File: src/rtl/uart_pkg.sv
// Shared constants for the UART receiver: parity modes, FSM encoding and FIFO entry width.
package uart_pkg;

  localparam int unsigned PARITY_NONE = 0;
  localparam int unsigned PARITY_ODD  = 1;
  localparam int unsigned PARITY_EVEN = 2;

  // Entry layout: {data[7:0], perr, ferr}
  localparam int unsigned ENTRY_W = 8 + 2;

  typedef enum logic [2:0] {
    StIdle,
    StStart,
    StData,
    StParity,
    StStop
  } rx_state_e;

endpackage

File: src/rtl/uart_fifo.sv
// First-word-fall-through receive FIFO; pointers carry one extra bit to tell full from empty.
module uart_fifo
  import uart_pkg::*;
#(
  parameter int unsigned DEPTH = 4
) (
  input  logic               clock25,
  input  logic               reset_n,
  input  logic               i_push,
  input  logic [ENTRY_W-1:0] i_data,
  input  logic               i_pop,
  output logic [ENTRY_W-1:0] o_data,
  output logic               o_full,
  output logic               o_empty
);

  localparam int unsigned AW = $clog2(DEPTH);

  logic [ENTRY_W-1:0] r_mem [DEPTH];
  logic [AW:0]        r_wptr;
  logic [AW:0]        r_rptr;
  logic               w_wr;
  logic               w_rd;

  assign o_empty = (r_wptr == r_rptr);
  assign o_full  = (r_wptr[AW] != r_rptr[AW]) && (r_wptr[AW-1:0] == r_rptr[AW-1:0]);
  assign w_rd    = i_pop && !o_empty;
  // A pop in the same cycle frees the slot, so a push into a full FIFO still lands.
  assign w_wr    = i_push && (!o_full || w_rd);

  always_ff @(posedge clock25 or negedge reset_n) begin
    if (!reset_n) begin
      r_wptr <= '0;
      r_rptr <= '0;
    end else begin
      if (w_wr) r_wptr <= r_wptr + 1'b1;
      if (w_rd) r_rptr <= r_rptr + 1'b1;
    end
  end

  always_ff @(posedge clock25) begin
    if (w_wr) r_mem[r_wptr[AW-1:0]] <= i_data;
  end

  assign o_data = o_empty ? '0 : r_mem[r_rptr[AW-1:0]];

endmodule

File: src/rtl/uart_rx.sv
// Parametrised UART receiver: synchroniser, start-glitch rejection, parity/framing checks,
// and a FWFT receive FIFO with valid/ready pop and overrun pulse.
module uart_rx
  import uart_pkg::*;
#(
  parameter int unsigned DIVISOR   = 54,
  parameter int unsigned DATA_BITS = 8,
  parameter int unsigned PARITY    = 0,
  parameter int unsigned STOP_BITS = 1,
  parameter int unsigned DEPTH     = 4
) (
  input  logic       clock25,
  input  logic       reset_n,
  input  logic       rx,
  output logic [7:0] out_data,
  output logic       out_perr,
  output logic       out_ferr,
  output logic       out_valid,
  input  logic       out_ready,
  output logic       overrun,
  output logic       busy
);

  localparam int unsigned CntW = $clog2(DIVISOR);
  // START samples DIVISOR/2 edges after entry; later samples every DIVISOR edges.
  localparam logic [CntW-1:0] HalfM1 = CntW'(DIVISOR / 2 - 1);
  localparam logic [CntW-1:0] FullM1 = CntW'(DIVISOR - 1);

  rx_state_e          r_state;
  rx_state_e          w_state_next;
  logic               r_sync1, r_sync2, r_prev;
  logic [CntW-1:0]    r_cnt;
  logic [2:0]         r_idx;
  logic [7:0]         r_shift;
  logic               r_par, r_perr, r_ferr, r_overrun;
  logic               w_line, w_fall, w_tick, w_last_data, w_last_stop;
  logic               w_push, w_pop, w_full, w_empty, w_par_exp;
  logic [7:0]         w_data;
  logic [ENTRY_W-1:0] w_entry, w_head;

  always_ff @(posedge clock25 or negedge reset_n) begin
    if (!reset_n) begin
      r_sync1 <= 1'b1;
      r_sync2 <= 1'b1;
      r_prev  <= 1'b1;
    end else begin
      r_sync1 <= rx;
      r_sync2 <= r_sync1;
      r_prev  <= r_sync2;
    end
  end

  assign w_line      = r_sync2;
  assign w_fall      = r_prev & ~r_sync2;
  assign w_tick      = (r_state == StStart) ? (r_cnt == HalfM1) : (r_cnt == FullM1);
  assign w_last_data = (r_idx == 3'(DATA_BITS - 1));
  assign w_last_stop = (r_idx == 3'(STOP_BITS - 1));
  assign w_par_exp   = (PARITY == PARITY_ODD) ? ~r_par : r_par;

  always_ff @(posedge clock25 or negedge reset_n) begin
    if (!reset_n) r_state <= StIdle;
    else          r_state <= w_state_next;
  end

  always_comb begin
    w_state_next = r_state;
    unique case (r_state)
      StIdle:   if (w_fall) w_state_next = StStart;
      StStart:  if (w_tick) w_state_next = w_line ? StIdle : StData;
      StData:   if (w_tick && w_last_data) begin
        w_state_next = (PARITY != PARITY_NONE) ? StParity : StStop;
      end
      StParity: if (w_tick) w_state_next = StStop;
      StStop:   if (w_tick && w_last_stop) w_state_next = StIdle;
      default:  w_state_next = StIdle;
    endcase
  end

  always_comb begin
    busy   = (r_state != StIdle);
    w_push = (r_state == StStop) && w_tick && w_last_stop;
  end

  always_ff @(posedge clock25 or negedge reset_n) begin
    if (!reset_n) begin
      r_cnt   <= '0;
      r_idx   <= '0;
      r_shift <= '0;
      r_par   <= 1'b0;
      r_perr  <= 1'b0;
      r_ferr  <= 1'b0;
    end else if (r_state == StIdle) begin
      r_cnt   <= '0;
      r_idx   <= '0;
      r_shift <= '0;
      r_par   <= 1'b0;
      r_perr  <= 1'b0;
      r_ferr  <= 1'b0;
    end else if (w_tick) begin
      r_cnt <= '0;
      r_idx <= ((r_state == StData && !w_last_data) || (r_state == StStop && !w_last_stop)) ?
               r_idx + 3'd1 : 3'd0;
      if (r_state == StData) begin
        r_shift <= {w_line, r_shift[7:1]};
        r_par   <= r_par ^ w_line;
      end
      if (r_state == StParity) r_perr <= (w_line != w_par_exp);
      if (r_state == StStop && !w_line) r_ferr <= 1'b1;
    end else begin
      r_cnt <= r_cnt + 1'b1;
    end
  end

  // Bits enter at the top; right-align for frames narrower than a byte.
  assign w_data  = r_shift >> (8 - DATA_BITS);
  assign w_entry = {w_data, r_perr, r_ferr | ~w_line};
  assign w_pop   = out_ready && out_valid;

  uart_fifo #(
    .DEPTH (DEPTH)
  ) u_fifo (
    .clock25 (clock25),
    .reset_n (reset_n),
    .i_push  (w_push),
    .i_data  (w_entry),
    .i_pop   (w_pop),
    .o_data  (w_head),
    .o_full  (w_full),
    .o_empty (w_empty)
  );

  always_ff @(posedge clock25 or negedge reset_n) begin
    if (!reset_n) r_overrun <= 1'b0;
    else          r_overrun <= w_push && w_full && !w_pop;
  end

  assign out_data  = w_head[9:2];
  assign out_perr  = w_head[1];
  assign out_ferr  = w_head[0];
  assign out_valid = !w_empty;
  assign overrun   = r_overrun;

endmodule

File: config.mk
export PLATFORM = sky130hd
export DESIGN_NAME = uart_rx
export DESIGN_NICKNAME = d
export VERILOG_FILES = /design/src/rtl/uart_pkg.sv /design/src/rtl/uart_fifo.sv /design/src/rtl/uart_rx.sv
export SDC_FILE = /design/constraint.sdc
export NUM_CORES = 1
export LEC_CHECK = 0
export CORE_MARGIN = 2
export CORE_UTILIZATION = 53
export DETAILED_ROUTE_END_ITERATION = 16
export PLACE_DENSITY = 0.77
export SYNTH_ARGS = -nofsm -noshare
export SYNTH_HDL_FRONTEND = slang
export SYNTH_HIERARCHICAL = 1
export SYNTH_SLANG_ARGS = --single-unit
File: constraint.sdc
create_clock -name clock25 -period 2.3 [get_ports clock25]
set_input_delay 0.46 -clock clock25 [delete_from_list [all_inputs] [get_ports clock25]]
set_output_delay 0.46 -clock clock25 [all_outputs]
set_load 0.1 [all_outputs]
==> results.toml <==
[run_status]
status = "completed"

[final_layout]
final_common_cell = "edfxtp_1"
diodes = 0
finalInstanceArea_um2 = 4024
layout.nets = 281
drive_gt1_share_pct = 28.57
layout_common_cells = "edfxtp_1 (40), dfrtp_1 (30), nand3_1 (22), nand2_1 (14), buf_12 (13)"
area_delta_synth_final_pct = 21.08
fillers = 409
fin_util_pct = 67.17

[route]
drt_iter0_markers = 115
avgRoutedWirePerCell_um = 16.05
firstDrtPassIters = 4
drc_errors = 0
via_per_inst = 5.716
via_count = 1989
ant_nets = 0
routed_wl_um = 5586

[worst_hold_path]
hold_class = "flop to flop"
holdCritStartpoint = "r_sync1"

[die]
core_um2 = 5991
die_x_um = 83.19
start_util_pct = 55.47
dieArea_um2 = 6920
fp.dieH_um = 83.19
rows = 28
pin_count = 17

[synth]
seq_area_frac_synth_pct = 61.11
ys_warn_count = 6
synth-seq-cells = 73
async_flop_share_pct = 45.21
synth.avg_cell_area_um2 = 13.79
synth_ff_type = "edfxtp_1"
synthDistinctLibCells = 48
synth_edf_count = 40
postSynthCellCount = 241
syn_nets = 254
syn_area_um2 = 3323

[timing]
finalSetupViolCount = 0
max_freq_ghz = 0.4501
hold_viol = 0
fin_crit_sh_pct = 96.59
final_max_slew_viol_count = 0
skew_ns = 0.007792
slew_headroom_pct = 62.97
fin_crit_ns = 2.222
setup_slack_ns = 0.07832
worst_pin_slew_ns = 0.5534

[grt]
antenna_found_initial = 0
grt_pass1_wl_um = 9508
grt_pass1_vias = 1958
grtUsageMet3_pct = 4.473
top_usage_layer = "met2"
grt_max_degree = 34
overflow = 0
grt_usage_pct = 17.56
met2_usage_pct = 27.42
use_met1_pct = 23.43

[setup_path]
critPathSlowestCell = "or4_1"
cpPeakStageDelay_ns = 0.60
path_buf_inv = 1
cp.required_ns = 2.39
end_kind = "flop"
path_delay_family = "simple AND/OR/NAND/NOR gates"
critPathKind = "flop to flop"
startpoint = "u_fifo/r_rptr[0]"
worst_setup_path_start_kind = "flop"
worstPathArrival_ns = 2.31
path_max_fanout = 10
worstReg2RegStart = "u_fifo/r_rptr[0]"
critical_path.cell_chain = "buf_4 > xor2_4 > nor3_4 > nor2b_1 > or4_1 > and3_4"

[run]
maxCapViolCount = 0

[placement]
gp_congestion = 0.7483
dp_hpwl_um = 3879
post-place-ws_ns = 0.02723
portBuffers = 16
placed_cell_area_um2 = 3729

[clock_network]
cts_inserted_buffers = 9
cts-root-buf = "clkbuf_8"
h-tree-depth = 3
clk_latency_ns = 0.34
cts_tree = "done"
clk_pin_slew_ns = 0.08
cts_buffer_depth = 2
cts_sinks = 73
cts_hold_buf = 0

[power_and_ir_drop]
p_leak_nw = 1.653
power_density_nw_per_um2 = 737.4
vdd_drop_max_mv = 0.6308
==> state kept, by name, indices dropped and copies added, names as in the netlist <==
| signal | flops |
|---|---|
| overrun | 1 |
| r_cnt | 6 |
| r_ferr | 1 |
| r_idx | 3 |
| r_par | 1 |
| r_perr | 1 |
| r_prev | 1 |
| r_shift | 8 |
| r_state | 3 |
| r_sync1 | 1 |
| r_sync2 | 1 |
| u_fifo/r_mem | 40 |
| u_fifo/r_rptr | 3 |
| u_fifo/r_wptr | 3 |
==> cell families (layout without fill, tap and decap cells) <==
logic type                 Yosys count  count (layout)  share of synthesized area (%)
muxes                               17              17                          8.999
xor gates and xnor gates            13              13                          3.878
buffers and inverters               21              53                          3.050
DFF                                 73              73                          61.11
AOI/OAI and AO/OA                   14              14                          3.464
and+or+nand+nor                     94              94                          16.11
adders and majority gates            9               9                          3.389
==> power breakdown <==
part	leakage (nW)	switching (mW)	internal [mW]
logic	0.653	0.244	0.146
registers	0.894	0.105	1.43
clock network	0.106	0.446	0.599
total	1.65	0.795	2.17
==> per-stage QoR <==
step / instances / hold WS (ns) / setup TNS (ns) / power (mW)
6_report: 348 / 0.3646 / 0 / 2.967
3_5_place_dp: 329 / 0.3530 / 0 / 1.951
5_1_grt: 348 / 0.3693 / -0.1668 / 3.091
2_1_floorplan: 241 / 0.1644 / 0 / 1.842
4_1_cts: 346 / 0.3649 / 0 / 3.000
3_3_place_gp: 329 / 0.3466 / 0 / 1.932
==> synth_stat cells (all sizes together), types with 2 or more instances <==
cell / instances / area, um^2
a21oi: 3 / 15.01
a32o: 2 / 20.02
and3: 4 / 25.02
buf: 10 / 60.05
clkbuf: 2 / 7.510
dfrtp: 30 / 750.7
dfstp: 3 / 78.83
edfxtp: 40 / 1201
ha: 9 / 112.6
inv: 9 / 33.79
mux2: 3 / 33.78
mux2i: 4 / 40.04
mux4: 10 / 225.2
nand2: 15 / 58.81
nand2b: 3 / 18.77
nand3: 22 / 110.1
nand4: 9 / 62.56
nor2: 8 / 30.03
nor2b: 13 / 81.33
nor3: 11 / 77.57
nor3b: 2 / 15.01
o41ai: 2 / 25.03
xnor2: 7 / 61.31
xor2: 6 / 67.56
==> final cells by class <==
class                      instances  area [um^2]  area share, %
sequential                        73         2031          50.47
timing repair buffer              28        384.1          9.546
tap                               75        93.84          2.332
inverter                           9        33.78         0.8396
clock buffer                       9        123.9          3.078
clock inverter                     7        85.08          2.114
multi-input combinational        147         1272          31.62
==> final timing paths <==
path	endpoint	slack (ns)	cells past startpoint
min	r_sync2	0.36	0
max in group asynchronous	r_sync2	1.44	2
max reg2reg	u_fifo/r_mem[1][2]	0.08	6
min reg2reg	r_sync2	0.36	0
max	u_fifo/r_mem[1][2]	0.08	6
min in group asynchronous	r_idx[0]	0.51	2
==> what timing repair did <==
item	4_1_cts	5_1_grt
buffers inserted	1	2
gates resized for setup	3	9
setup endpoints to repair	10	51
==> metal layers <==
| metal | wire length, um | vias to the layer above | share of wire, % |
|---|---|---|---|
| met3 | 170 | 9 | 3.0 |
| met2 | 2800 | 26 | 50 |
| met4 | 80 | 0 | 1.4 |
| met5 | 0 | - | 0 |
| met1 | 2535 | 1008 | 45 |
| li1 | - | 946 | - |
Note: power is estimated with default switching activity, not from simulation.
